$ cat config.mk
export PLATFORM = sky130hd
export DESIGN_NAME = reset_sequencer_flat
export DESIGN_NICKNAME = d
export VERILOG_FILES = /design/src/rtl/reset_sequencer_if.sv /design/src/rtl/reset_sequencer.sv /design/src/flat_wrapper.sv
export SDC_FILE = /design/constraint.sdc
export NUM_CORES = 1
export LEC_CHECK = 0
export CAP_MARGIN = 20
export CORE_MARGIN = 2
export CORE_UTILIZATION = 35
export CTS_CLUSTER_DIAMETER = 60
export DETAILED_ROUTE_END_ITERATION = 10
export DONT_BUFFER_PORTS = 1
export PLACE_DENSITY = 0.57
export RECOVER_POWER = 100
export SLEW_MARGIN = 15
export SYNTH_ARGS = -nofsm -noshare
export SYNTH_HDL_FRONTEND = slang
export SYNTH_SLANG_ARGS = --single-unit
$ cat constraint.sdc
create_clock -name clk -period 2.25 [get_ports clk]
set_input_delay 0.3375 -clock clk [delete_from_list [all_inputs] [get_ports clk]]
set_output_delay 0.3375 -clock clk [all_outputs]
set_load 0.05 [all_outputs]
$ cat src/rtl/reset_sequencer_if.sv
// rtl/reset_sequencer_if.sv - lock/request inputs and staged reset outputs of reset_sequencer
interface reset_sequencer_if #(
    parameter int N_STAGES = 3
);
    logic                pll_locked;
    logic                sw_reset_req;
    logic [N_STAGES-1:0] stage_resetn;
    logic                busy;
    logic [15:0]         seq_count;
    logic                lock_timeout;

    modport master (
        output pll_locked,
        output sw_reset_req,
        input  stage_resetn,
        input  busy,
        input  seq_count,
        input  lock_timeout
    );

    modport slave (
        input  pll_locked,
        input  sw_reset_req,
        output stage_resetn,
        output busy,
        output seq_count,
        output lock_timeout
    );
endinterface

$ cat src/rtl/reset_sequencer.sv
// rtl/reset_sequencer.sv - staged reset release after PLL lock; lock watchdog under RESET_SEQ_WDT_EN
module reset_sequencer #(
    parameter int N_STAGES     = 3,
    parameter int HOLD_CYCLES  = 16,
    parameter int STAGE_GAP    = 8,
    parameter int LOCK_TIMEOUT = 1024
) (
    input  logic             clk,
    input  logic             in_resetn,
    reset_sequencer_if.slave bus
);
    typedef enum logic [1:0] {
        ST_ASSERT,
        ST_WAIT_LOCK,
        ST_RELEASE,
        ST_RUN
    } state_t;

    localparam int HC_W  = $clog2(HOLD_CYCLES + 1);
    localparam int GAP_W = $clog2(STAGE_GAP + 1);
    localparam int IDX_W = $clog2(N_STAGES + 1);

    localparam logic [HC_W-1:0]     HOLD_LAST = HC_W'(HOLD_CYCLES - 1);
    localparam logic [GAP_W-1:0]    GAP_LAST  = GAP_W'(STAGE_GAP - 1);
    localparam logic [IDX_W-1:0]    IDX_LAST  = IDX_W'(N_STAGES - 1);
    localparam logic [N_STAGES-1:0] STAGE_ONE = N_STAGES'(1);

    if (N_STAGES < 1 || N_STAGES > 8) begin : g_bad_n_stages
        $error("reset_sequencer: N_STAGES must be 1..8");
    end
    if (HOLD_CYCLES < 2) begin : g_bad_hold
        $error("reset_sequencer: HOLD_CYCLES must be >= 2");
    end
    if (STAGE_GAP < 1) begin : g_bad_gap
        $error("reset_sequencer: STAGE_GAP must be >= 1");
    end
    if (LOCK_TIMEOUT < 1) begin : g_bad_timeout
        $error("reset_sequencer: LOCK_TIMEOUT must be >= 1");
    end

    logic [3:0] rst_sync;
    logic       rst_n;
    logic       lock_meta;
    logic       lock_s;
    logic       abort;

    state_t                state_q, state_d;
    logic [HC_W-1:0]       hold_q, hold_d;
    logic [GAP_W-1:0]      gap_q, gap_d;
    logic [IDX_W-1:0]      idx_q, idx_d;
    logic [N_STAGES-1:0]   stage_q, stage_d;
    logic [15:0]           seq_q, seq_d;
    logic                  busy_q, busy_d;

    // Internal reset: synchronizer chain plus the rst_n flop, so rst_n rises on the
    // fourth edge after in_resetn releases while assertion stays asynchronous.
    always_ff @(posedge clk or negedge in_resetn) begin
        if (!in_resetn) begin
            rst_sync <= '0;
        end else begin
            rst_sync <= {rst_sync[2:0], 1'b1};
        end
    end

    assign rst_n = rst_sync[3];

    // Two-flop synchronizer for the asynchronous PLL lock indicator.
    always_ff @(posedge clk or negedge rst_n) begin
        if (!rst_n) begin
            lock_meta <= 1'b0;
            lock_s    <= 1'b0;
        end else begin
            lock_meta <= bus.pll_locked;
            lock_s    <= lock_meta;
        end
    end

    // A request and a lock loss arriving together are one abort, one ASSERT entry.
    assign abort = bus.sw_reset_req || !lock_s;

`ifdef RESET_SEQ_WDT_EN
    localparam int WDT_W = $clog2(LOCK_TIMEOUT + 1);
    localparam logic [WDT_W-1:0] WDT_LAST = WDT_W'(LOCK_TIMEOUT - 1);

    logic [WDT_W-1:0] wdt_q, wdt_d;
    logic             lto_q, lto_d;
`endif

    // FSM and datapath registers; everything clears asynchronously with rst_n.
    always_ff @(posedge clk or negedge rst_n) begin
        if (!rst_n) begin
            state_q <= ST_ASSERT;
            hold_q  <= '0;
            gap_q   <= '0;
            idx_q   <= '0;
            stage_q <= '0;
            seq_q   <= '0;
            busy_q  <= 1'b1;
`ifdef RESET_SEQ_WDT_EN
            wdt_q   <= '0;
            lto_q   <= 1'b0;
`endif
        end else begin
            state_q <= state_d;
            hold_q  <= hold_d;
            gap_q   <= gap_d;
            idx_q   <= idx_d;
            stage_q <= stage_d;
            seq_q   <= seq_d;
            busy_q  <= busy_d;
`ifdef RESET_SEQ_WDT_EN
            wdt_q   <= wdt_d;
            lto_q   <= lto_d;
`endif
        end
    end

    // Next-state logic: hold, wait for lock, release stages one per gap, then run.
    always_comb begin
        state_d = state_q;
        hold_d  = hold_q;
        gap_d   = gap_q;
        idx_d   = idx_q;
        stage_d = stage_q;
        seq_d   = seq_q;
`ifdef RESET_SEQ_WDT_EN
        wdt_d   = '0;
        lto_d   = lto_q;
`endif
        case (state_q)
            ST_ASSERT: begin
                stage_d = '0;
                if (bus.sw_reset_req) begin
                    hold_d = '0;
                end else if (hold_q == HOLD_LAST) begin
                    hold_d  = '0;
                    state_d = ST_WAIT_LOCK;
                end else begin
                    hold_d = hold_q + HC_W'(1);
                end
            end
            ST_WAIT_LOCK: begin
                stage_d = '0;
                if (lock_s) begin
                    state_d = ST_RELEASE;
                    stage_d = STAGE_ONE;
                    gap_d   = '0;
                    idx_d   = '0;
                end
`ifdef RESET_SEQ_WDT_EN
                else if (wdt_q == WDT_LAST) begin
                    lto_d   = 1'b1;
                    hold_d  = '0;
                    state_d = ST_ASSERT;
                end else begin
                    wdt_d = wdt_q + WDT_W'(1);
                end
`endif
            end
            ST_RELEASE: begin
                if (abort) begin
                    state_d = ST_ASSERT;
                    stage_d = '0;
                    hold_d  = '0;
                end else if (idx_q == IDX_LAST) begin
                    state_d = ST_RUN;
                    seq_d   = seq_q + 16'd1;
`ifdef RESET_SEQ_WDT_EN
                    lto_d   = 1'b0;
`endif
                end else if (gap_q == GAP_LAST) begin
                    gap_d   = '0;
                    idx_d   = idx_q + IDX_W'(1);
                    stage_d = stage_q | (STAGE_ONE << (idx_q + IDX_W'(1)));
                end else begin
                    gap_d = gap_q + GAP_W'(1);
                end
            end
            ST_RUN: begin
                if (abort) begin
                    state_d = ST_ASSERT;
                    stage_d = '0;
                    hold_d  = '0;
                end
            end
            default: begin
                state_d = ST_ASSERT;
                stage_d = '0;
                hold_d  = '0;
            end
        endcase
        busy_d = (state_d != ST_RUN);
    end

    assign bus.stage_resetn = stage_q;
    assign bus.busy         = busy_q;
    assign bus.seq_count    = seq_q;
`ifdef RESET_SEQ_WDT_EN
    assign bus.lock_timeout = lto_q;
`else
    assign bus.lock_timeout = 1'b0;
`endif
endmodule

$ cat src/flat_wrapper.sv
// flat-port wrapper written by rule: the top's interface ports become plain ports
module reset_sequencer_flat 
#(
    parameter int N_STAGES     = 3,
    parameter int HOLD_CYCLES  = 16,
    parameter int STAGE_GAP    = 8,
    parameter int LOCK_TIMEOUT = 1024
)
  (clk, in_resetn, bus_pll_locked, bus_sw_reset_req, bus_stage_resetn, bus_busy, bus_seq_count, bus_lock_timeout);
  reset_sequencer_if #(.N_STAGES(N_STAGES)) bus_i ();
  input  logic clk;
  input  logic in_resetn;
  input wire logic [$bits(bus_i.pll_locked)-1:0] bus_pll_locked;
  input wire logic [$bits(bus_i.sw_reset_req)-1:0] bus_sw_reset_req;
  output wire logic [$bits(bus_i.stage_resetn)-1:0] bus_stage_resetn;
  output wire logic [$bits(bus_i.busy)-1:0] bus_busy;
  output wire logic [$bits(bus_i.seq_count)-1:0] bus_seq_count;
  output wire logic [$bits(bus_i.lock_timeout)-1:0] bus_lock_timeout;
  assign bus_i.pll_locked = bus_pll_locked;
  assign bus_i.sw_reset_req = bus_sw_reset_req;
  assign bus_stage_resetn = bus_i.stage_resetn;
  assign bus_busy = bus_i.busy;
  assign bus_seq_count = bus_i.seq_count;
  assign bus_lock_timeout = bus_i.lock_timeout;
  reset_sequencer #(.N_STAGES(N_STAGES), .HOLD_CYCLES(HOLD_CYCLES), .STAGE_GAP(STAGE_GAP), .LOCK_TIMEOUT(LOCK_TIMEOUT)) u_core (.clk(clk), .in_resetn(in_resetn), .bus(bus_i));
endmodule
; Yosys cells after proc, flatten, opt, wreduce, memory -nomap -nowiden
; Cells that the tools add are included.
[totals]
ff_bits = 39
elab_cells = 70
output_inout_bits = 21
inputBits = 4
[classes]
reduce_logical = 11
n_addsub = 4
bitwise = 2
shift = 1
muxes = 27
eq_ne = 15
[op_table]
columns = operator, n
row1 = $mux 2, 10
row2 = $add 16x1->16 const B, 1
row3 = $mux 4, 4
row4 = $mux 5, 3
row5 = $mux 3, 4
row6 = $pmux 3 s4, 1
row7 = $pmux 5 s2, 1
row8 = $ne 2x1->1 const B, 4
row9 = $pmux 2 s4, 1
row10 = $pmux 4 s2, 1
row11 = $eq 2x2->1 const B, 3
row12 = $ne 2x2->1 const B, 3
row13 = $reduce_and 3->1, 2
row14 = $add 5x1->5 const B, 1
row15 = $eq 5x4->1 const B, 1
row16 = $reduce_and 5->1, 1
row17 = $add 4x1->4 const B, 1
row18 = $eq 4x3->1 const B, 1
row19 = $pmux 2 s2, 1
row20 = $reduce_and 4->1, 1
row21 = $reduce_bool 2->1, 2
row22 = $ne 3x1->1 const B, 1
row23 = $ne 3x2->1 const B, 1
row24 = $or 3x3->3, 1
row25 = other kinds (10), 10

; Depth between registers and ports, before layout
[logic_depth]
word_depth = 7
depth_mapped = 7
ltp_nobuf = 6

; Worst setup path after synthesis
; OpenSTA, ideal clock, no wires.
[synth_timing]
path_kind = reg2reg
start = register u_core.seq_q[0] (netlist: u_core.bus.seq_count[0])
end = register u_core.seq_q[12] (netlist: u_core.bus.seq_count[12])
synth_period_minus_slack_ns = 1.756
stages_incl_launch_ff = 6
setup_slack_ns = 0.494
setup_ns = 0.142
t_required_ns = 2.108
n_path_buf = 0
arrival_ns = 1.614
cell_sequence = dfrtp_1 > ha_1 > nand3_1 > nor4_1 > nand2_1 > xnor2_1
[synth_between]
elab_chain_len = 1
[synth_lines]
columns = item, line_no
row1 = from (decl), reset_sequencer.sv:52  ; logic [15:0] seq_q, seq_d;
row2 = from (signal assigned), reset_sequencer.sv:109  ; seq_q <= seq_d;
row3 = $add 16x1->16, reset_sequencer.sv:167  ; seq_d = seq_q + 16'd1;
; Every way passes these cells.
; A chain may end at the register's enable or synchronous reset.

; Final worst setup path
[layout_timing]
start = register u_core.state_q[0]
end = register u_core.seq_q[10] (netlist: u_core.bus.seq_count[10])
[layout_between]
elab_chain_len = 2
[layout_lines]
columns = item, line_no
row1 = from (decl), reset_sequencer.sv:47  ; state_t state_q, state_d;
row2 = from (signal assigned), reset_sequencer.sv:104  ; state_q <= state_d;
row3 = $eq 2x2->1, reset_sequencer.sv:130  ; case (state_q)
row4 = $reduce_and 3->1 (no line), -
; Every way passes these cells.

==> flow_summary.yaml <==
timing:
  period_minus_slack_ps: 2020
  tns_ps: 0
  drv_slew: 0
  max_freq_mhz: 496
  post-route-period-util_pct: 89.6
  hold_viol: 0
  rsz0062_at_grt: "false"
  finClkSkew_ps: 8.00
  setup_viol: 0
  worst-slew-pin-transition_ps: 869
  fin_ws_ps: 234
  relSlewSlack_pct: 42.1
setup_path:
  worstPathRequired_ps: 2460
  critPathCaptureType: "flop"
  start_kind: "flop"
  arrival_ps: 2220
  path_class: "flop to flop"
  critPathMaxFanout: 9
route:
  drt-initial-drc-count: 62
  route.detailed.drc: 0
  postRouteAntennaNets: 0
  routed_via_density: 4.94
  wl_per_cell_um: 13.0
  drt-total-wl_um: 3570
  dr.pass1.iters: 4
  via_count: 1353
logic_synthesis:
  ys_ff_latch: 39
  synth_edf_count: 0
  yosys-top-cells-count: "38 x dfrtp_1, 19 x nand2_1, 11 x ha_1"
  syn_inst: 181
  yosysMostFrequentCell: "dfrtp_1"
  ys_types: 46
  synth.top_cell.area_share_pct: 48.5
  synth_flop_cell: "dfrtp_1"
  avgSynthCellArea_um2: 10.8
  yosys.area.top_type: "dfrtp_1"
  yosysSeqAreaShare_pct: 49.9
  ys_top_cells_by_area: "dfrtp_1 49%, ha_1 7.0%, xnor2_1 4.5%, nand2_1 3.6%, nand3_1 2.3%"
  yosysWarnings: 0
  netlist_area_mm2: 0.00196
  async_flop_share_pct: 100
  synth_nets: 196
placed_design:
  dp_hpwl_um: 2540
  gp_congestion: 0.821
  io_buffers: 0
  dp_slack_ps: 276
global_routing:
  grt_pass1_wl_um: 6160
  grt_pass1_vias: 1371
  grt_overflow: 0
  grt_max_degree: 36
  grtUsageTotal_pct: 12.4
  antenna_found_initial: 0
clocking:
  clk_latency_ps: 290
  postCtsHoldBufs: 1
  cts_sinks: 39
  htreeDepth: 2
  clockBufferDepth: 2
  numCtsBuffers: 5
  cts_resized: 0
  cts_tree: "built"
  cts-root-buf: "clkbuf_8"
  cts_setup_buffers: 0
  clk_pin_slew_ps: 80
cells_and_area:
  area_delta_synth_final_pct: 11.9
  drive_above_1_share_pct: 7.92
  diodes: 0
  fillers: 568
  final_nets: 216
floorplanning:
  initial_utilization_pct: 35.8
  rows: 27
  design.core.area_mm2: 0.00547
  io_pins: 25
  die_w_um: 78.8
  die_h_um: 78.8
  dieArea_mm2: 0.00621
power_and_ir_drop:
  pwr_density_cell_mw_per_mm2: 611
  p_leak_nw: 0.987
  peakVddDrop_v: 0.000451
hold_path:
  min_path_type: "input pin to flop"
status:
  status: "complete, no violations"
job:
  cap_violations: 0
[through the flow]
stage / utilization (%) / cell area (um2) / hold slack (ps) / instances / power (mW)
3_3_place_gp: 39.1 / 2140 / 42.0 / 265 / 0.774
2_1_floorplan: - / 1960 / 41.9 / 181 / 0.767
4_1_cts: 41.3 / 2260 / 58.3 / 274 / 1.36
6_report: 40.1 / 2190 / 71.9 / 274 / 1.34
3_5_place_dp: 39.1 / 2140 / 42.0 / 265 / 0.774
5_1_grt: 40.1 / 2190 / 42.7 / 274 / 1.41
[registers in the layout, indices dropped and copies added, names as in the netlist]
name / cells
u_core.bus.busy: 1
u_core.bus.seq_count: 16
u_core.bus.stage_resetn: 3
u_core.gap_q: 4
u_core.hold_q: 5
u_core.idx_q: 2
u_core.lock_meta: 1
u_core.lock_s: 1
u_core.rst_sync: 4
u_core.state_q: 2
[layout make-up]
type / instances / area [um2] / area share (%)
Sequential cell: 39 / 977 / 44.6
Multi-Input combinational cell: 132 / 921 / 42.0
Tap cell: 72 / 90.1 / 4.11
Clock buffer: 6 / 72.6 / 3.31
Timing Repair Buffer: 17 / 71.3 / 3.25
Clock inverter: 2 / 37.5 / 1.71
Inverter: 6 / 22.5 / 1.03
[kinds of logic after synthesis]
group                    count (synthesis)  synth area share (%)
buffers and inverters                   10                  2.62
adder cells (fa/ha/maj)                 11                  7.02
other                                    2                 0.383
AND/OR/NAND/NOR                         68                  19.9
XOR/XNOR                                15                  6.70
multiplexers                             4                  2.23
flip-flops                              39                  49.9
AO/OA/AOI/OAI                           32                  11.2
[cells in the final DEF (no fill, tap or decap), drive strengths merged, types with 4 or more instances in the layout]
master,netlist,routed
xnor2,10,10
clkbuf,0,22
nor2b,6,6
dfrtp,38,38
inv,6,6
o21ai,10,10
nor3,4,4
nand2,19,19
nand3,9,9
xor2,5,5
ha,11,11
nand4,4,4
mux2i,4,4
nor2,10,10
a21oi,4,4
[power by group]
group	switching, mW	internal, mW
Combinational	0.0279	0.0128
Clock	0.249	0.331
Sequential	0.00859	0.711
Total	0.285	1.05
[path summary, 6_finish.rpt]
kind                               startpoint                  endpoint  slack [ps]  cells past startpoint
max                         u_core.state_q[0]  u_core.bus.seq_count[10]         230                      6
max reg2reg                 u_core.state_q[0]  u_core.bus.seq_count[10]         230                      6
min                            bus_pll_locked          u_core.lock_meta          70                      0
min reg2reg                  u_core.lock_meta             u_core.lock_s         360                      0
max in group asynchronous  u_core.rst_sync[3]  u_core.bus.seq_count[10]        1270                      1
min in group asynchronous           in_resetn        u_core.rst_sync[3]         310                      1
[critical path: stages, from the launching register on]
cell and delay (ps):
dfrtp_1 430, inv_1 120, ha_1 350, nand4b_4 250, or3_1 490, nor2_1 150
xor2_1 150
[layer usage]
metal | routed length (um) | GRT usage (%) | share of wire, %
met1 | 1730 | 16.1 | 48
met2 | 1640 | 20.2 | 46
met3 | 175 | 4.55 | 4.9
met4 | 21 | 2.59 | 0.59
met5 | 0 | 0 | 0
Power figures use the tool's default switching activity.
